--- src/rtl/frame_packer_if.sv ---
`default_nettype none
// ============================================================================
//  Module   : frame_packer_if
//  Purpose  : Pixel-in / word-out handshake bundle for frame_packer.
//             The slave modport is the packer's view. The master modport is
//             the surrounding logic's view: it supplies pixels and the
//             downstream ready, and it observes the output word stream.
//  Signals  : valid_i, unpacked_i, ready_o      - pixel input handshake
//             valid_o, packed_o, ready_i        - word output handshake
//             frame_done_o                      - last-word-of-frame pulse
//  Revision : 1.0 - initial release
// ============================================================================
interface frame_packer_if #(
  parameter int unpacked_width_p = 1,
  parameter int packed_num_p     = 8
);
  localparam int WORD_W = unpacked_width_p * packed_num_p;

  logic                        valid_i;
  logic [unpacked_width_p-1:0] unpacked_i;
  logic                        ready_o;
  logic                        valid_o;
  logic [WORD_W-1:0]           packed_o;
  logic                        ready_i;
  logic                        frame_done_o;

  modport slave (
    input  valid_i, unpacked_i, ready_i,
    output ready_o, valid_o, packed_o, frame_done_o
  );

  modport master (
    output valid_i, unpacked_i, ready_i,
    input  ready_o, valid_o, packed_o, frame_done_o
  );
endinterface
`default_nettype wire

--- src/rtl/frame_packer.sv ---
`default_nettype none
// ============================================================================
//  Module   : frame_packer
//  Purpose  : Packs a narrow pixel stream into UART-sized words. Every frame
//             starts with sync_len_p sync words. The final word of each line
//             is zero-padded, so every line starts at slot 0 of a new word.
//  Ports    : clk_i        - clock
//             reset_i      - synchronous active-high reset
//             bus (slave)  - pixel input handshake (valid_i/unpacked_i/ready_o),
//                            word output handshake (valid_o/packed_o/ready_i),
//                            frame_done_o pulse on the load of a frame's last word
//  Revision : 1.0 - initial release
// ============================================================================
module frame_packer #(
  parameter int linewidth_px_p   = 161,
  parameter int lines_p          = 120,
  parameter int unpacked_width_p = 1,
  parameter int packed_num_p     = 8,
  parameter int sync_len_p       = 2,
  parameter logic [unpacked_width_p*packed_num_p-1:0] sync_word_p =
    (unpacked_width_p*packed_num_p)'(8'hA5)
) (
  input wire            clk_i,
  input wire            reset_i,
  frame_packer_if.slave bus
);

  localparam int UW     = unpacked_width_p;
  localparam int WORD_W = unpacked_width_p * packed_num_p;

  // Each counter is sized for its largest value (terminal count), minimum 1 bit.
  localparam int SLOT_W = (packed_num_p   > 1) ? $clog2(packed_num_p)   : 1;
  localparam int PX_W   = (linewidth_px_p > 1) ? $clog2(linewidth_px_p) : 1;
  localparam int LINE_W = (lines_p        > 1) ? $clog2(lines_p)        : 1;
  localparam int SYNC_W = (sync_len_p     > 1) ? $clog2(sync_len_p)     : 1;

  localparam logic [SLOT_W-1:0] SLOT_LAST = SLOT_W'(packed_num_p - 1);
  localparam logic [PX_W-1:0]   PX_LAST   = PX_W'(linewidth_px_p - 1);
  localparam logic [LINE_W-1:0] LINE_LAST = LINE_W'(lines_p - 1);
  localparam logic [SYNC_W-1:0] SYNC_LAST = SYNC_W'(sync_len_p - 1);

  localparam logic [0:0] ST_SYNC = 1'b0;
  localparam logic [0:0] ST_PACK = 1'b1;

  logic [0:0]        state;
  logic [SYNC_W-1:0] sync_cnt;
  logic [SLOT_W-1:0] slot_cnt;
  logic [PX_W-1:0]   px_cnt;
  logic [LINE_W-1:0] line_cnt;
  logic [WORD_W-1:0] acc;
  logic              out_valid;
  logic [WORD_W-1:0] out_word;
  logic              done_pulse;

  logic              reg_free;
  logic              accept;
  logic              slot_last;
  logic              line_last;
  logic              frame_last;
  logic [WORD_W-1:0] merged;

  // The output register can take a new word when it is empty or is being
  // drained in this same cycle.
  assign reg_free   = ~out_valid | bus.ready_i;
  assign bus.ready_o = (state == ST_PACK) & reg_free;
  assign accept     = bus.valid_i & bus.ready_o;

  assign slot_last  = (slot_cnt == SLOT_LAST);
  assign line_last  = (px_cnt == PX_LAST);
  assign frame_last = line_last & (line_cnt == LINE_LAST);

  // Accumulator with the incoming pixel dropped into its slot. Slots not yet
  // written stay zero, which provides the end-of-line padding for free.
  always_comb begin
    merged = acc;
    for (int k = 0; k < packed_num_p; k++) begin
      if (slot_cnt == SLOT_W'(k)) begin
        merged[k*UW +: UW] = bus.unpacked_i;
      end
    end
  end

  always_ff @(posedge clk_i) begin
    if (reset_i) begin
      state      <= ST_SYNC;
      sync_cnt   <= '0;
      slot_cnt   <= '0;
      px_cnt     <= '0;
      line_cnt   <= '0;
      acc        <= '0;
      out_valid  <= 1'b0;
      out_word   <= '0;
      done_pulse <= 1'b0;
    end else begin
      done_pulse <= 1'b0;
      // Default: a drained word leaves the register empty; any load below
      // overrides this, so a same-cycle drain and load keeps valid high.
      if (bus.ready_i) begin
        out_valid <= 1'b0;
      end

      case (state)
        ST_SYNC: begin
          if (reg_free) begin
            out_word  <= sync_word_p;
            out_valid <= 1'b1;
            if (sync_cnt == SYNC_LAST) begin
              sync_cnt <= '0;
              state    <= ST_PACK;
            end else begin
              sync_cnt <= sync_cnt + SYNC_W'(1);
            end
          end
        end

        ST_PACK: begin
          if (accept) begin
            // A word closes on a full accumulator or on the last pixel of a line.
            if (slot_last || line_last) begin
              out_word  <= merged;
              out_valid <= 1'b1;
              acc       <= '0;
              slot_cnt  <= '0;
            end else begin
              acc      <= merged;
              slot_cnt <= slot_cnt + SLOT_W'(1);
            end

            if (line_last) begin
              px_cnt <= '0;
              if (frame_last) begin
                line_cnt   <= '0;
                done_pulse <= 1'b1;
                state      <= ST_SYNC;
              end else begin
                line_cnt <= line_cnt + LINE_W'(1);
              end
            end else begin
              px_cnt <= px_cnt + PX_W'(1);
            end
          end
        end

        default: state <= ST_SYNC;
      endcase
    end
  end

  assign bus.valid_o      = out_valid;
  assign bus.packed_o     = out_word;
  assign bus.frame_done_o = done_pulse;

endmodule
`default_nettype wire
--- src/flat_wrapper.sv ---
// flat-port wrapper written by rule: the top's interface ports become plain ports
module frame_packer_flat 
#(
  parameter int linewidth_px_p   = 161,
  parameter int lines_p          = 120,
  parameter int unpacked_width_p = 1,
  parameter int packed_num_p     = 8,
  parameter int sync_len_p       = 2,
  parameter logic [unpacked_width_p*packed_num_p-1:0] sync_word_p =
    (unpacked_width_p*packed_num_p)'(8'hA5)
)
  (clk_i, reset_i, bus_valid_i, bus_unpacked_i, bus_ready_i, bus_ready_o, bus_valid_o, bus_packed_o, bus_frame_done_o);
  frame_packer_if #(.unpacked_width_p(unpacked_width_p), .packed_num_p(packed_num_p)) bus_i ();
  input wire clk_i;
  input wire reset_i;
  input wire logic [$bits(bus_i.valid_i)-1:0] bus_valid_i;
  input wire logic [$bits(bus_i.unpacked_i)-1:0] bus_unpacked_i;
  input wire logic [$bits(bus_i.ready_i)-1:0] bus_ready_i;
  output wire logic [$bits(bus_i.ready_o)-1:0] bus_ready_o;
  output wire logic [$bits(bus_i.valid_o)-1:0] bus_valid_o;
  output wire logic [$bits(bus_i.packed_o)-1:0] bus_packed_o;
  output wire logic [$bits(bus_i.frame_done_o)-1:0] bus_frame_done_o;
  assign bus_i.valid_i = bus_valid_i;
  assign bus_i.unpacked_i = bus_unpacked_i;
  assign bus_i.ready_i = bus_ready_i;
  assign bus_ready_o = bus_i.ready_o;
  assign bus_valid_o = bus_i.valid_o;
  assign bus_packed_o = bus_i.packed_o;
  assign bus_frame_done_o = bus_i.frame_done_o;
  frame_packer #(.linewidth_px_p(linewidth_px_p), .lines_p(lines_p), .unpacked_width_p(unpacked_width_p), .packed_num_p(packed_num_p), .sync_len_p(sync_len_p), .sync_word_p(sync_word_p)) u_core (.clk_i(clk_i), .reset_i(reset_i), .bus(bus_i));
endmodule
--- config.mk ---
export PLATFORM = sky130hd
export DESIGN_NAME = frame_packer_flat
export DESIGN_NICKNAME = d
export VERILOG_FILES = /design/src/rtl/frame_packer_if.sv /design/src/rtl/frame_packer.sv /design/src/flat_wrapper.sv
export SDC_FILE = /design/constraint.sdc
export NUM_CORES = 1
export LEC_CHECK = 0
export ABC_AREA = 1
export CAP_MARGIN = 15
export CORE_MARGIN = 8
export CORE_UTILIZATION = 45
export DETAILED_ROUTE_END_ITERATION = 16
export MAX_ROUTING_LAYER = met4
export PLACE_DENSITY_LB_ADDON = 0.15
export SYNTH_ARGS = -nofsm -noshare
export SYNTH_HDL_FRONTEND = slang
export SYNTH_SLANG_ARGS = --single-unit
--- constraint.sdc ---
create_clock -name clk_i -period 1.8 [get_ports clk_i]
set_input_delay 0.45 -clock clk_i [delete_from_list [all_inputs] [get_ports clk_i]]
set_output_delay 0.45 -clock clk_i [all_outputs]
set_load 0.05 [all_outputs]
==> impl_metrics.yaml, run 1 <==
global_route:
  grt_max_degree: 13
  grt_pass1_vias: 1682
  grt_pass1_wl_mm: 7.48
  grt_usage_pct: 14.6
  antenna_found_initial: 0
  grt_overflow: 0
sta:
  finalCriticalPeriod_ps: 1650
  setup_tns_ps: 0
  relSlewSlack_pct: 81.4
  tightest_slew_ps: 276
  hold_viol_final: 0
  rsz0062_at_grt: "no"
  finClkSkew_ps: 6.70
  setup_viol: 0
  fmax_ghz: 0.606
  slew_violations: 0
  fin_crit_sh_pct: 91.7
hold_path:
  min-delay-start: "u_core.acc[7]$_SDFFE_PP0P_"
  hold_end: "u_core.acc[7]$_SDFFE_PP0P_"
  hold_class: "flop to flop"
  hold_path_depth: 2
pwr:
  vdd_drop_max_mv: 0.632
  seqPwrFrac_pct: 47.9
  power.switching_w: 0.000569
  power_density_nw_per_um2: 790
  clockPowerShare_pct: 33.2
  power_frac_comb_pct: 18.9
  p_leak_nw: 1.02
  switching_share_pct: 30.3
  internal_power_w: 0.00131
floorplanning:
  start_util_pct: 46.2
  num_rows: 24
  die_x_um: 82.4
  placeableCoreArea_um2: 4290
  die_area_um2: 6790
  fp.dieH_um: 82.4
  ios: 16
final_layout:
  layout.cells.most_common_list: "nand2_1, nor2_1, dfxtp_1"
  num-fill-cells: 438
  fin_nets: 319
  final_area_um2: 2380
  final_util_pct: 55.4
  post_route_cells_drive_above_1_share_pct: 18.3
  syn2layout_area_growth_pct: 19.9
  diodes: 0
  layout_commonest_cell: "nand2_1"
  instances_no_fill: 358
worst_setup_path:
  r2r_end: "u_core.acc[2]$_SDFFE_PP0P_"
  r2r_cells: 8
  critPathMaxFanout: 6
  start_kind: "flop"
  cp.required_ps: 1350
  ff2ff_setup_slack_ps: 270
  critical_path.endpoint_type: "primary output"
  timing.rr.start: "u_core.slot_cnt[0]$_SDFFE_PP0P_"
  arrival_ps: 1200
  critPathKind: "flop to primary output"
clock_network:
  clock_path_buffers: 2
  path_clk_slew_ps: 80
  cts_tree: "done"
  cts.root.buffer_cell: "clkbuf_8"
  htreeDepth: 2
  postCtsHoldBufs: 0
  clk_latency_ps: 300
  clock-sinks: 38
  cts_buffers: 5
placed_design:
  dpl.hpwl_mm: 3.06
  gp_congestion: 0.781
  placedCellCount: 349
  placed_area_um2: 2270
  portBuffers: 15
logic_synthesis:
  syn_avg_cell_area_um2: 7.22
  seq_area_frac_synth_pct: 38.3
  synthTopCellsByArea: "dfxtp_1, nand2_1, nor2_1"
  synth.largest_area_cell: "dfxtp_1"
  syn_inst: 275
  ys.warnings.count: 0
  ys_ff_latch: 38
  syn-num-nets: 289
  synth_top_area_share_pct: 38.3
  syn_area_um2: 1980
  synth.distinct_cells: 28
route:
  num_vias: 1742
  drt_wl_total_mm: 4.21
  drc: 0
  vias_per_cell: 4.87
  detail-route-antenna-nets: 0
  post_drt_wl_per_cell_um: 11.8
  first_pass_iters: 4
  drtIter0Drc: 73
flow_run:
  drv_cap: 0
run_status:
  status: "finished clean"
-- cell usage after synthesis, drive strengths merged --
| cell | instances |
|---|---|
| buf | 4 |
| nor2 | 47 |
| clkinv | 1 |
| a21oi | 28 |
| o21ai | 6 |
| or2 | 1 |
| nor3 | 4 |
| dfxtp | 38 |
| nand3b | 2 |
| inv | 33 |
| nand4 | 3 |
| nand2 | 73 |
| ha | 9 |
| clkbuf | 1 |
| xnor2 | 1 |
| xor2 | 4 |
| nand3 | 20 |
-- logic make-up after synthesis --
logic type	count (synthesis)	synth area share, %
adder cells (fa/ha/maj)	9	5.67
buffers and inverters	39	8.83
XOR/XNOR	5	2.21
flip-flops	38	38.3
AO/OA/AOI/OAI	34	9.33
AND/OR/NAND/NOR	150	35.6
-- timing repair --
action                                  in CTS  in global routing
cloned                                       0                  0
resized for setup                            2                  2
buffers inserted                             1                  0
pin swaps                                    1                  1
hold endpoints to repair                     0                  0
endpoints found under the setup margin       1                  1
-- worst max-delay path, stage by stage, from the launching register on --
cell and delay [ps]:
dfxtp_1 420, inv_1 170, nor2_4 160, buf_12 140
-- worst max path at each step --
stage / from / endpoint / slack (ps) / cells past startpoint
2_1_floorplan: u_core.bus.valid_o$_SDFF_PP0_ / bus_ready_o / 200 / 3
3_3_place_gp: bus_ready_i / bus_ready_o / -60 / 6
3_5_place_dp: bus_ready_i / bus_ready_o / -60 / 6
4_1_cts: bus_ready_i / bus_ready_o / 20 / 6
5_1_grt: u_core.state$_SDFF_PP0_ / bus_ready_o / 50 / 3
6_report: u_core.state$_SDFF_PP0_ / bus_ready_o / 150 / 3
-- cell type report --
class / count / area (µm²) / share of cell area, %
multi-input cells: 198 / 1060 / 44.4
flip-flops and latches: 38 / 761 / 32.0
repair buffers: 28 / 273 / 11.5
inverters: 34 / 130 / 5.47
clock buffers: 6 / 82.6 / 3.47
well taps: 52 / 65.1 / 2.73
clock inverters: 2 / 12.5 / 0.526
-- per-layer routing --
metal	routed length (µm)	global-route usage (%)	up-vias
li1	-	-	923
met1	2030	17.2	793
met2	1990	22.9	20
met3	124	3.68	6
met4	61	6.32	0
met5	0	-	-
-- per-stage QoR --
| stage | hold slack, ps | setup WS [ps] | total power (W) |
|---|---|---|---|
| after CTS | 449 | 24.7 | 0.00191 |
| after global placement | 437 | -56.3 | 0.00127 |
| after detailed placement | 436 | -56.3 | 0.00127 |
| after floorplan | 423 | 200 | 0.00115 |
| final | 446 | 150 | 0.00188 |
| after global routing | 474 | 50.8 | 0.00197 |
-- power groups by stage --
stage,logic (W),clock network (W),registers [W]
after floorplan,0.000162,0,0.000990
after global placement,0.000348,0,0.000919
after detailed placement,0.000349,0,0.000920
after CTS,0.000359,0.000649,0.000900
after global routing,0.000388,0.000675,0.000907
final,0.000355,0.000623,0.000901
-- registers in the layout, indices dropped and copies added, names as in the netlist --
name,cells
u_core.acc,8
u_core.bus.packed_o,8
u_core.px_cnt,8
u_core.line_cnt,7
u_core.slot_cnt,3
u_core.bus.frame_done_o,1
u_core.bus.valid_o,1
u_core.state,1
u_core.sync_cnt,1
Note: power is estimated with default switching activity, not from simulation.
==> inputs of run 2 (changes only) <==
- HOLD_SLACK_MARGIN: unset -> 0.05
==> results of run 2 <==
Same layout as run 1: the final DEF is identical, and so are final timing and power.
